`config.mk`:
```
export PLATFORM = sky130hd
export DESIGN_NAME = ifm_loader
export DESIGN_NICKNAME = d
export VERILOG_FILES = /design/src/rtl/ifm_loader.sv
export SDC_FILE = /design/constraint.sdc
export NUM_CORES = 1
export LEC_CHECK = 0
export ABC_AREA = 1
export BUFFER_PORTS_ARGS = -buffer_cell sky130_fd_sc_hd__buf_2
export CAP_MARGIN = 20
export CORE_AREA = 4 4 230 232
export CTS_CLUSTER_SIZE = 20
export DETAILED_ROUTE_END_ITERATION = 16
export DIE_AREA = 0 0 234 236
export GPL_ROUTABILITY_DRIVEN = 0
export PLACE_DENSITY_LB_ADDON = 0.12
export SLEW_MARGIN = 5
export SYNTH_ARGS = -nofsm -noshare
export SYNTH_HDL_FRONTEND = slang
export SYNTH_SLANG_ARGS = --single-unit
```
`constraint.sdc`:
```
create_clock -name clk_i -period 1.9 [get_ports clk_i]
set_input_delay 0.285 -clock clk_i [delete_from_list [all_inputs] [get_ports clk_i]]
set_output_delay 0.285 -clock clk_i [all_outputs]
set_load 0.03 [all_outputs]
```
`src/rtl/ifm_loader.sv`:
```
// ifm_loader: sequences a sparse IFM stream (sparsemap + nonzero bytes) into chunk memory writes
// Ports: clk_i/rst_i clock and sync reset; start_i/chunk_base_i/chunk_num_i load command;
// busy_o/done_o/err_o/chunk_loaded_o status; s_* input stream; wr_* chunk memory write port.
module ifm_loader #(
  parameter int CHUNK_SIZE = 128,
  parameter int BUS_SIZE = 32,
  parameter int IFM_NUM = 6,
  localparam int DAT_CYC_NUM = CHUNK_SIZE / BUS_SIZE,
  localparam int CW = $clog2(IFM_NUM),
  localparam int DW = $clog2(DAT_CYC_NUM)
) (
  input  logic                  clk_i,
  input  logic                  rst_i,
  input  logic                  start_i,
  input  logic [CW-1:0]         chunk_base_i,
  input  logic [CW:0]           chunk_num_i,
  output logic                  busy_o,
  output logic                  done_o,
  output logic                  err_o,
  output logic [IFM_NUM-1:0]    chunk_loaded_o,
  input  logic [BUS_SIZE-1:0]   s_sparsemap_i,
  input  logic [BUS_SIZE*8-1:0] s_nonzero_data_i,
  input  logic                  s_valid_i,
  output logic                  s_ready_o,
  output logic [BUS_SIZE-1:0]   wr_sparsemap_o,
  output logic [BUS_SIZE*8-1:0] wr_nonzero_data_o,
  output logic                  wr_valid_o,
  output logic [DW-1:0]         wr_dat_count_o,
  output logic [CW-1:0]         wr_chunk_count_o
);
  localparam logic [CW:0] IFM_W = (CW+1)'(IFM_NUM);
  localparam logic [CW-1:0] LAST_CHUNK = CW'(IFM_NUM - 1);
  localparam logic [DW-1:0] LAST_DAT = DW'(DAT_CYC_NUM - 1);
  typedef enum logic [1:0] {IDLE, LOAD, DONE} state_t;
  state_t state, state_nxt;
  logic [DW-1:0] dat_cnt;
  logic [CW-1:0] chunk_cnt;
  logic [CW:0] remaining;
  logic bad, go, acc, chunk_end, last;
  assign bad = ({1'b0, chunk_base_i} >= IFM_W) || (chunk_num_i > IFM_W);
  assign go = start_i && state == IDLE && !bad && chunk_num_i != '0;
  assign s_ready_o = state == LOAD;
  assign busy_o = state != IDLE;
  assign acc = s_valid_i && s_ready_o;
  assign chunk_end = dat_cnt == LAST_DAT;
  assign last = acc && chunk_end && remaining == (CW+1)'(1);
  always_ff @(posedge clk_i)
    state <= rst_i ? IDLE : state_nxt;
  always_comb begin
    state_nxt = state;
    state_nxt = state == IDLE ? (go ? LOAD : IDLE) :
                state == LOAD ? (last ? DONE : LOAD) : IDLE;
  end
  always_ff @(posedge clk_i) begin
    if (rst_i) begin
      dat_cnt <= '0;
      chunk_cnt <= '0;
      remaining <= '0;
      chunk_loaded_o <= '0;
      done_o <= 1'b0;
      err_o <= 1'b0;
      wr_valid_o <= 1'b0;
      wr_sparsemap_o <= '0;
      wr_nonzero_data_o <= '0;
      wr_dat_count_o <= '0;
      wr_chunk_count_o <= '0;
    end else begin
      wr_valid_o <= acc;
      done_o <= last || (start_i && state == IDLE && !bad && chunk_num_i == '0);
      err_o <= start_i && state == IDLE && bad;
      if (acc) begin
        wr_sparsemap_o <= s_sparsemap_i;
        wr_nonzero_data_o <= s_nonzero_data_i;
        wr_dat_count_o <= dat_cnt;
        wr_chunk_count_o <= chunk_cnt;
        dat_cnt <= chunk_end ? '0 : dat_cnt + 1'b1;
        if (chunk_end) begin
          chunk_cnt <= chunk_cnt == LAST_CHUNK ? '0 : chunk_cnt + 1'b1;
          remaining <= remaining - 1'b1;
          chunk_loaded_o[chunk_cnt] <= 1'b1;
        end
      end
      if (go) begin
        dat_cnt <= '0;
        chunk_cnt <= chunk_base_i;
        remaining <= chunk_num_i;
        chunk_loaded_o <= '0;
      end
    end
  end
endmodule

```
==> results.ini, run 1 <==
[detailed_routing]
detail_route.wl_per_cell_um=15.8
first_pass_iters=4
num_vias=12300
drtIter0Drc=515
drc_errors=0
antenna_left=0
vias_per_cell=4.16
wl_um=46500

[clock_network]
cts-buffers-inserted=38
cts.clk_slew.worst_paths_ns=0.05
clock_path_buffers=3
worstSkewPairLatency_ns=0.53
post_cts_resized=0
post_cts_hold_buffer_count=284
cts_tree=built
cts_setup_buffers=0
root_buffer=clkbuf_16
cts_max_level=2
clock_sinks=313

[hold_path]
hold_path.class=in -> reg
min-delay-start=s_nonzero_data_i[8]
min_path_cells=3
min_to=wr_nonzero_data_o[8]

[worst_setup_path]
timing.rr.start=state[1]
r2r_end=wr_nonzero_data_o[88]
critPathRequiredTime_ns=1.62
critPathLaunchType=flop
cp.arrival_ns=1.37
cp_max_fo=3
reg2reg_slack_ns=0.32
criticalPathCategory=reg -> out
critPathCaptureType=primary output
r2r_cells=5

[logic_synthesis]
yosys.area.top_type=dfxtp_1
synthAdderAreaFrac_pct=0.341
synth_area_per_cell_um2=7.86
ys_seq_area_share_pct=57.0
synthArstFlopShare_pct=0
synth_seq_cells=313
ys_top_cells_by_area=dfxtp_1 (57%), nand2_1 (21%), a21oi_1 (14%)
ys_types=26
yosys.area_share.simple_pct=23.0
netlist_top_cells_count=nand2_1 (609), dfxtp_1 (313), a21oi_1 (302)
synth-edff-count=0
yosysTopAreaCellShare_pct=57.0
netlist_instances=1400
synth_top_family_by_area=simple AND/OR/NAND/NOR gates
yosysWarnings=0
synthesis.area_um2=11000
synthFlopType=dfxtp_1
yosys.area_share.xor_xnor_pct=0.159
synthMuxAreaShare_pct=0
yosysMostFrequentCell=nand2_1
synth-compound-area-share_pct=14.2
syn_nets=1702

[power_and_ir_drop]
p_int_uw=12100
netSwitchingFraction_pct=24.6
switchingPower_uw=3940
seq_power_share_pct=42.7
powerDensity_nw_per_um2=856
vdd_drop_max_mv=0.512
power_uw=16000
clock_power_share_pct=45.0
power_leakage_uw=0.00824
pwr-share-comb_pct=12.3

[finish]
fin_cells=2954
nNetsFinal=2547
fin_area_um2=18700
syn_to_final_growth_pct=69.8
multi_input_area_um2=4150
n_fill_cell=5466
seq_area_um2=6270
drive_gt1_share_pct=30.0

[global_route]
grt_pass1_wl_um=69800
grt-ovfl-total=0
grt_max_degree=156
antenna_found_initial=2
track_usage_pct=15.8
grt_pass1_vias=12300

[die]
initial_utilization_pct=21.6
fp-row-count=83
fp.dieArea_um2=55200
ioPinCount=603
fp.dieW_um=234
core_um2=51000
die_y_um=236

[place]
dp_cells=2601
hpwl_um=32600
io_buffers=602
post_dp_cell_area_um2=14600

[sta]
drv_slew=0
finalSetupViolCount=0
hold_viol=0
skew_ns=0.00975
tns_ns=0
rsz0062_at_grt=no
period_share_pct=87.0
max_freq_mhz=605
max_slew_margin_pct=46.2
min_period_ns=1.65
tightest_slew_ns=0.807

[outcome]
status=complete, no violations

[flow_run]
cap_violations=0

-- critical path, stage by stage, from the launching register on --
cell and delay [ns]:
dfxtp_1 0.37, inv_1 0.05, nand2_1 0.18, buf_2 0.24
-- stage by stage --
step	utilization [%]	setup WS, ns	hold slack, ns
5_1_grt	36.6	0.149	0.0365
3_5_place_dp	28.6	0.307	0.452
4_1_cts	36.6	0.181	0.00662
3_3_place_gp	28.6	0.314	0.450
2_1_floorplan	-	0.492	0.428
6_report	36.6	0.246	0.0534
-- how the worst max path moves through the flow --
stage / start / endpoint / slack (ns)
finish: state[1] / busy_o / 0.25
floorplan: state[1] / chunk_cnt[1] / 0.49
detailed placement: state[0] / dat_cnt[0] / 0.31
global placement: state[0] / dat_cnt[0] / 0.31
CTS: state[1] / busy_o / 0.18
global route: state[0] / dat_cnt[0] / 0.15
-- layout by cell type, fill, tap and decap left out, types with 9 or more instances in the layout --
cell type,instances
a21oi_1,302
buf_2,601
buf_4,11
clkbuf_1,14
clkbuf_16,41
clkbuf_8,9
dfxtp_1,313
dlygate4sd3_1,284
inv_1,15
nand2_1,609
nor2_1,24
-- flip-flops by register name, summed over array words and instances (netlist names) --
register,count
wr_dat_count_o,2
wr_valid_o,1
wr_nonzero_data_o,256
wr_sparsemap_o,32
err_o,1
state,2
chunk_cnt,3
chunk_loaded_o,6
done_o,1
dat_cnt,2
remaining,4
wr_chunk_count_o,3
-- power by group through the flow --
| stage | registers (uW) | logic (uW) | clock network, uW |
|---|---|---|---|
| 2_1_floorplan | 7300 | 496 | 0 |
| 3_3_place_gp | 6970 | 1500 | 0 |
| 3_5_place_dp | 6970 | 1500 | 0 |
| 4_1_cts | 6830 | 1990 | 7510 |
| 5_1_grt | 6850 | 2130 | 7750 |
| 6_report | 6830 | 1970 | 7190 |
-- cell type report --
type,count,area share (%)
Antenna cell,2,0.0268
Tap cell,680,4.56
Multi-Input combinational cell,971,22.2
Clock inverter,3,0.214
Inverter,17,0.382
Sequential cell,313,33.5
Timing Repair Buffer,904,32.6
Clock buffer,64,6.44
-- metal layers --
metal / part of all wire (%) / vias to the layer above / wire length, um / track usage, %
met5: 0 / - / 0 / 0
met3: 7.0 / 82 / 3260 / 4.50
met4: 2.9 / 0 / 1330 / 5.28
met1: 40 / 5659 / 18800 / 18.2
met2: 50 / 361 / 23200 / 28.1
li1: - / 6176 / - / -
-- cells by family after synthesis --
group                    after synthesis
adder cells (fa/ha/maj)                3
buffers and inverters                116
XOR/XNOR                               2
AO/OA/AOI/OAI                        311
flip-flops                           313
AND/OR/NAND/NOR                      655
Note: power is estimated with default switching activity, not from simulation.
==> run 2: changes to the inputs <==
CTS_BUF_LIST = sky130_fd_sc_hd__clkbuf_8   (was default)
==> results.ini, run 2 (synthesis results as in run 1) <==
[die]
ioPinCount=603  ; unchanged
fp.dieArea_um2=55200  ; unchanged
initial_utilization_pct=21.6  ; unchanged
die_y_um=236  ; unchanged
fp.dieW_um=234  ; unchanged
fp-row-count=83  ; unchanged
core_um2=51000  ; unchanged

[flow_run]
cap_violations=0  ; unchanged

[finish]
syn_to_final_growth_pct=70.6  ; was 69.8%
largest_register_ffs=256  ; unchanged
nNetsFinal=2577  ; was 2,547
largestRegisters=wr_nonzero_data_o: 256 flops, wr_sparsemap_o: 32 flops, chunk_loaded_o: 6 flops  ; unchanged
seq_area_um2=6270  ; unchanged
mostFrequentLayoutCell=nand2_1  ; unchanged
final_cell_mix=nand2_1 (609), buf_2 (601), dfxtp_1 (313)  ; unchanged
regMostFlops=wr_nonzero_data_o  ; unchanged
fin_cells=3005  ; was 2,954
multi_input_area_um2=4150  ; unchanged
drive_gt1_share_pct=30.8  ; was 30.0%
n_fill_cell=5498  ; was 5,466

[sta]
skew_ns=0.0117  ; was 0.00975 ns
min_period_ns=1.77  ; was 1.65 ns
drv_slew=0  ; unchanged
hold_viol=0  ; unchanged
max_freq_mhz=565  ; was 605 MHz
tightest_slew_ns=0.842  ; was 0.807 ns
max_slew_margin_pct=43.8  ; was 46.2%
rsz0062_at_grt=no  ; unchanged
period_share_pct=93.2  ; was 87.0%
finalSetupViolCount=0  ; unchanged
tns_ns=0  ; unchanged

[detailed_routing]
wl_um=47100  ; was 46,500 um
num_vias=12400  ; was 12.3k
vias_per_cell=4.13  ; was 4.16
route.met2.wl_um=23500  ; was 23,200 um
wl_met3_um=3520  ; was 3260 um
drtIter0Drc=527  ; was 515
detail_route.wl_per_cell_um=15.7  ; was 15.8 um
drc_errors=0  ; unchanged
first_pass_iters=5  ; was 4
highest-signal-layer=met4  ; unchanged
antenna_left=0  ; unchanged
m1WireLength_um=18700  ; was 18,800 um

[global_route]
antenna_found_initial=2  ; unchanged
grt-ovfl-total=0  ; unchanged
grt_max_degree=156  ; unchanged
grt_pass1_wl_um=71100  ; was 69,800 um
track_usage_pct=16.1  ; was 15.8%
grt_pass1_vias=12600  ; was 12.3k

[clock_network]
cts_tree=built  ; unchanged
cts_max_level=2  ; unchanged
cts.clk_slew.worst_paths_ns=0.06  ; was 0.05 ns
cts-buffers-inserted=59  ; was 38
worstSkewPairLatency_ns=0.63  ; was 0.53 ns
root_buffer=clkbuf_8  ; was clkbuf_16
cts_setup_buffers=0  ; unchanged
clock_path_buffers=3  ; unchanged
clock_sinks=313  ; unchanged

[worst_setup_path]
critPathCaptureType=primary output  ; unchanged
critPathRequiredTime_ns=1.62  ; about the same
criticalPathCategory=reg -> out  ; unchanged
critPathLaunchType=flop  ; unchanged
cp.arrival_ns=1.49  ; was 1.37 ns
cp_max_fo=3  ; unchanged

[power_and_ir_drop]
pwr-share-comb_pct=12.7  ; was 12.3%
clock_power_share_pct=43.4  ; was 45.0%
powerDensity_nw_per_um2=830  ; was 856 nW/um2
switchingPower_uw=4110  ; was 3940 uW
vdd_drop_max_mv=0.449  ; was 0.512 mV
power_leakage_uw=0.00838  ; was 0.00824 uW
p_int_uw=11500  ; was 12,100 uW
seq_power_share_pct=43.9  ; was 42.7%
netSwitchingFraction_pct=26.4  ; was 24.6%

[place]
dp_cells=2601  ; unchanged
io_buffers=602  ; unchanged
hpwl_um=32600  ; unchanged

[hold_path]
hold_path.class=in -> reg  ; unchanged

[outcome]
status=complete, no violations  ; unchanged

==> run 2: layer usage <==
layer	up-vias	GRT usage, %
met5	-	0
met2	375	28.5
met3	84	5.05
met1	5712	18.3
met4	0	5.13
li1	6252	-
==> run 2: critical path, stage by stage (launching register included) <==
cell and delay [ns]:
dfxtp_1 0.37, inv_1 0.05, nand2_1 0.19, buf_2 0.25
==> run 2: cell type report <==
class	count	share of cell area (%)
flip-flops and latches	313	33.4
repair buffers	913	32.9
multi-input cells	971	22.1
clock buffers	79	5.79
well taps	680	4.53
clock inverters	30	0.827
inverters	17	0.380
diodes	2	0.0267
==> run 2: final timing paths <==
check | to | cells after the start | startpoint | slack [ns]
max | busy_o | 3 | state[1] | 0.13
min | wr_nonzero_data_o[204] | 2 | rst_i | 0.06
max reg2reg | wr_nonzero_data_o[29] | 5 | state[1] | 0.29
min reg2reg | wr_nonzero_data_o[217] | 2 | wr_nonzero_data_o[217] | 0.46
==> run 2: through the flow <==
step / instance area (um2) / setup WS [ns] / util (%) / hold WS, ns / power [uW]
floorplan: 11000 / 0.492 / - / 0.428 / 7800
global placement: 14600 / 0.314 / 28.6 / 0.450 / 8470
detailed placement: 14600 / 0.307 / 28.6 / 0.452 / 8470
CTS: 18800 / 0.0641 / 36.8 / 0.00384 / 15900
global route: 18800 / 0.0294 / 36.8 / 0.0182 / 16400
finish: 18800 / 0.129 / 36.8 / 0.0597 / 15600
==> run 2: power groups by stage <==
stage               Clock, uW  Combinational (uW)  Sequential [uW]
floorplan                   0                 496             7300
global placement            0                1500             6970
detailed placement          0                1500             6970
CTS                      7060                2010             6830
global route             7370                2150             6850
finish                   6750                1990             6840
==> run 2: repair_timing <==
item,in CTS,in global routing
hold endpoints to repair,293,0
hold buffers,293,0
resized for setup,0,0
==> run 3: changes to the inputs <==
PLACE_DENSITY = 0.51   (was default)
PLACE_DENSITY_LB_ADDON = default   (was 0.12)
==> results.ini, run 3 (synthesis results as in run 1) <==
[worst_setup_path]
critPathCaptureType=primary output  ; unchanged
critPathRequiredTime_ns=1.62  ; about the same
critPathLaunchType=flop  ; unchanged
path_buf_inv=2  ; unchanged
worstPathCellList=inv_1, nand2_1, buf_2  ; unchanged
cp_top_family=flip-flops  ; unchanged
path_depth=3  ; unchanged
crit_path_max_incr_delay_ns=0.36  ; was 0.37 ns
crit_slowest_cell=dfxtp_1  ; unchanged
r2r_cells=7  ; was 5
crit_end=busy_o  ; unchanged
r2r_end=wr_nonzero_data_o[143]  ; was wr_nonzero_data_o[29]
cp_max_fo=3  ; unchanged
criticalPathCategory=reg -> out  ; unchanged
cp-startpoint=state[1]  ; unchanged
cp.arrival_ns=1.46  ; was 1.49 ns
reg2reg_slack_ns=0.23  ; was 0.29 ns
timing.rr.start=state[0]  ; was state[1]

[sta]
min_period_ns=1.75  ; was 1.77 ns
tns_ns=0  ; unchanged
rsz0062_at_grt=no  ; unchanged
max_slew_margin_pct=47.9  ; was 43.8%
skew_ns=0.0196  ; was 0.0117 ns
period_share_pct=91.9  ; was 93.2%
drv_slew=0  ; unchanged
tightest_slew_ns=0.781  ; was 0.842 ns
finalSetupViolCount=0  ; unchanged
max_freq_mhz=573  ; was 565 MHz
hold_viol=0  ; unchanged

[power_and_ir_drop]
powerDensity_nw_per_um2=786  ; was 830 nW/um2
power_uw=14700  ; was 15,600 uW
vdd_drop_max_mv=0.471  ; was 0.449 mV
power_leakage_uw=0.00837  ; was 0.00838 uW

[global_route]
track_usage_pct=14.9  ; was 16.1%
grt_pass1_vias=12800  ; was 12.6k
antenna_found_initial=2  ; unchanged
grt-ovfl-total=0  ; unchanged
grt_max_degree=158  ; was 156
grt_pass1_wl_um=66900  ; was 71,100 um

[finish]
largestRegisters=wr_nonzero_data_o: 256 flops, wr_sparsemap_o: 32 flops, chunk_loaded_o: 6 flops  ; unchanged
largest_register_ffs=256  ; unchanged
drive_gt1_share_pct=30.9  ; was 30.8%
mostFrequentLayoutCell=nand2_1  ; unchanged
nNetsFinal=2593  ; was 2,577
n_fill_cell=5273  ; was 5,498
multi_input_area_um2=4150  ; unchanged
regMostFlops=wr_nonzero_data_o  ; unchanged
seq_area_um2=6270  ; unchanged
fin_cells=3008  ; was 3,005
fin_area_um2=18700  ; was 18,800 um2
fin_util_pct=36.7  ; was 36.8%
final_cell_mix=nand2_1 (609), buf_2 (601), dfxtp_1 (313)  ; unchanged
syn_to_final_growth_pct=69.9  ; was 70.6%

[die]
core_um2=51000  ; unchanged
fp-row-count=83  ; unchanged
die_y_um=236  ; unchanged
ioPinCount=603  ; unchanged
initial_utilization_pct=21.6  ; unchanged
fp.dieW_um=234  ; unchanged
fp.dieArea_um2=55200  ; unchanged

[detailed_routing]
vias_per_cell=4.23  ; was 4.13
wl_um=44600  ; was 47,100 um
antenna_left=0  ; unchanged
num_vias=12700  ; was 12.4k
detail_route.wl_per_cell_um=14.8  ; was 15.7 um
first_pass_iters=5  ; unchanged
drc_errors=0  ; unchanged
drtIter0Drc=501  ; was 527

[clock_network]
cts-buffers-inserted=57  ; was 59
clock_sinks=313  ; unchanged
clock_path_buffers=3  ; unchanged
cts_setup_buffers=0  ; unchanged
cts_tree=built  ; unchanged
cts.clk_slew.worst_paths_ns=0.05  ; was 0.06 ns
root_buffer=clkbuf_8  ; unchanged
cts_max_level=2  ; unchanged
worstSkewPairLatency_ns=0.62  ; was 0.63 ns

[place]
io_buffers=602  ; unchanged
post_dp_cell_area_um2=14700  ; was 14,600 um2
hpwl_um=30100  ; was 32,600 um
dp_cells=2618  ; was 2,601

[outcome]
status=complete, no violations  ; unchanged

[flow_run]
cap_violations=0  ; unchanged

[hold_path]
hold_path.class=in -> reg  ; unchanged

==> run 3: cell types whose count changed in the layout (fill, tap and decap cells not counted) <==
cell and change:
buf_4 +17, bufinv_16 -1, clkbuf_8 -13, clkinv_2 -2
clkinvlp_4 -1, dlygate4sd3_1 +1, inv_6 +2
==> run 3: area by class of cell <==
class	instances	area share, %
repair buffers	931	33.8
flip-flops and latches	313	33.5
multi-input cells	971	22.2
clock buffers	66	4.86
well taps	680	4.55
clock inverters	28	0.669
inverters	17	0.381
diodes	2	0.0268
==> run 3: worst min path at each step <==
| stage | startpoint | depth (start not counted) | to | slack, ns |
|---|---|---|---|---|
| floorplan | s_nonzero_data_i[196] | 2 | wr_nonzero_data_o[196] | 0.43 |
| global placement | wr_nonzero_data_o[139] | 2 | wr_nonzero_data_o[139] | 0.45 |
| detailed placement | wr_nonzero_data_o[171] | 2 | wr_nonzero_data_o[171] | 0.45 |
| CTS | chunk_base_i[1] | 5 | chunk_cnt[1] | 0.008 |
| global route | chunk_base_i[1] | 5 | chunk_cnt[1] | 0.07 |
| finish | chunk_base_i[2] | 5 | chunk_cnt[2] | 0.08 |
==> run 3: timing repair <==
item	4_1_cts	5_1_grt
endpoints found under the hold margin	294	0
gates resized for setup	0	0
hold buffers	294	0
==> run 3: report_power, final <==
part | switching, uW | internal (uW)
clock | 2740 | 3120
sequential | 93.0 | 6750
combinational | 1080 | 919
total | 3920 | 10800
==> run 3: worst min-delay path: stages <==
cell	delay [ns]
buf_2	0.09
inv_1	0.03
nand4_1	0.08
nand2_1	0.05
a21oi_1	0.11
==> run 3: per-layer routing <==
layer / wire length [um] / up-vias / track usage (%)
met5: 0 / - / 0
met4: 1950 / 0 / 7.00
met3: 3410 / 112 / 4.26
met2: 22000 / 483 / 26.4
met1: 17200 / 5852 / 16.3
li1: - / 6270 / -
==> run 3: through the flow <==
step                      hold WS [ns]  setup slack (ns)
after global routing            0.0724            0.0235
final                           0.0815             0.154
after CTS                      0.00819            0.0745
after floorplan                  0.428             0.492
after detailed placement         0.452             0.225
after global placement           0.449             0.239
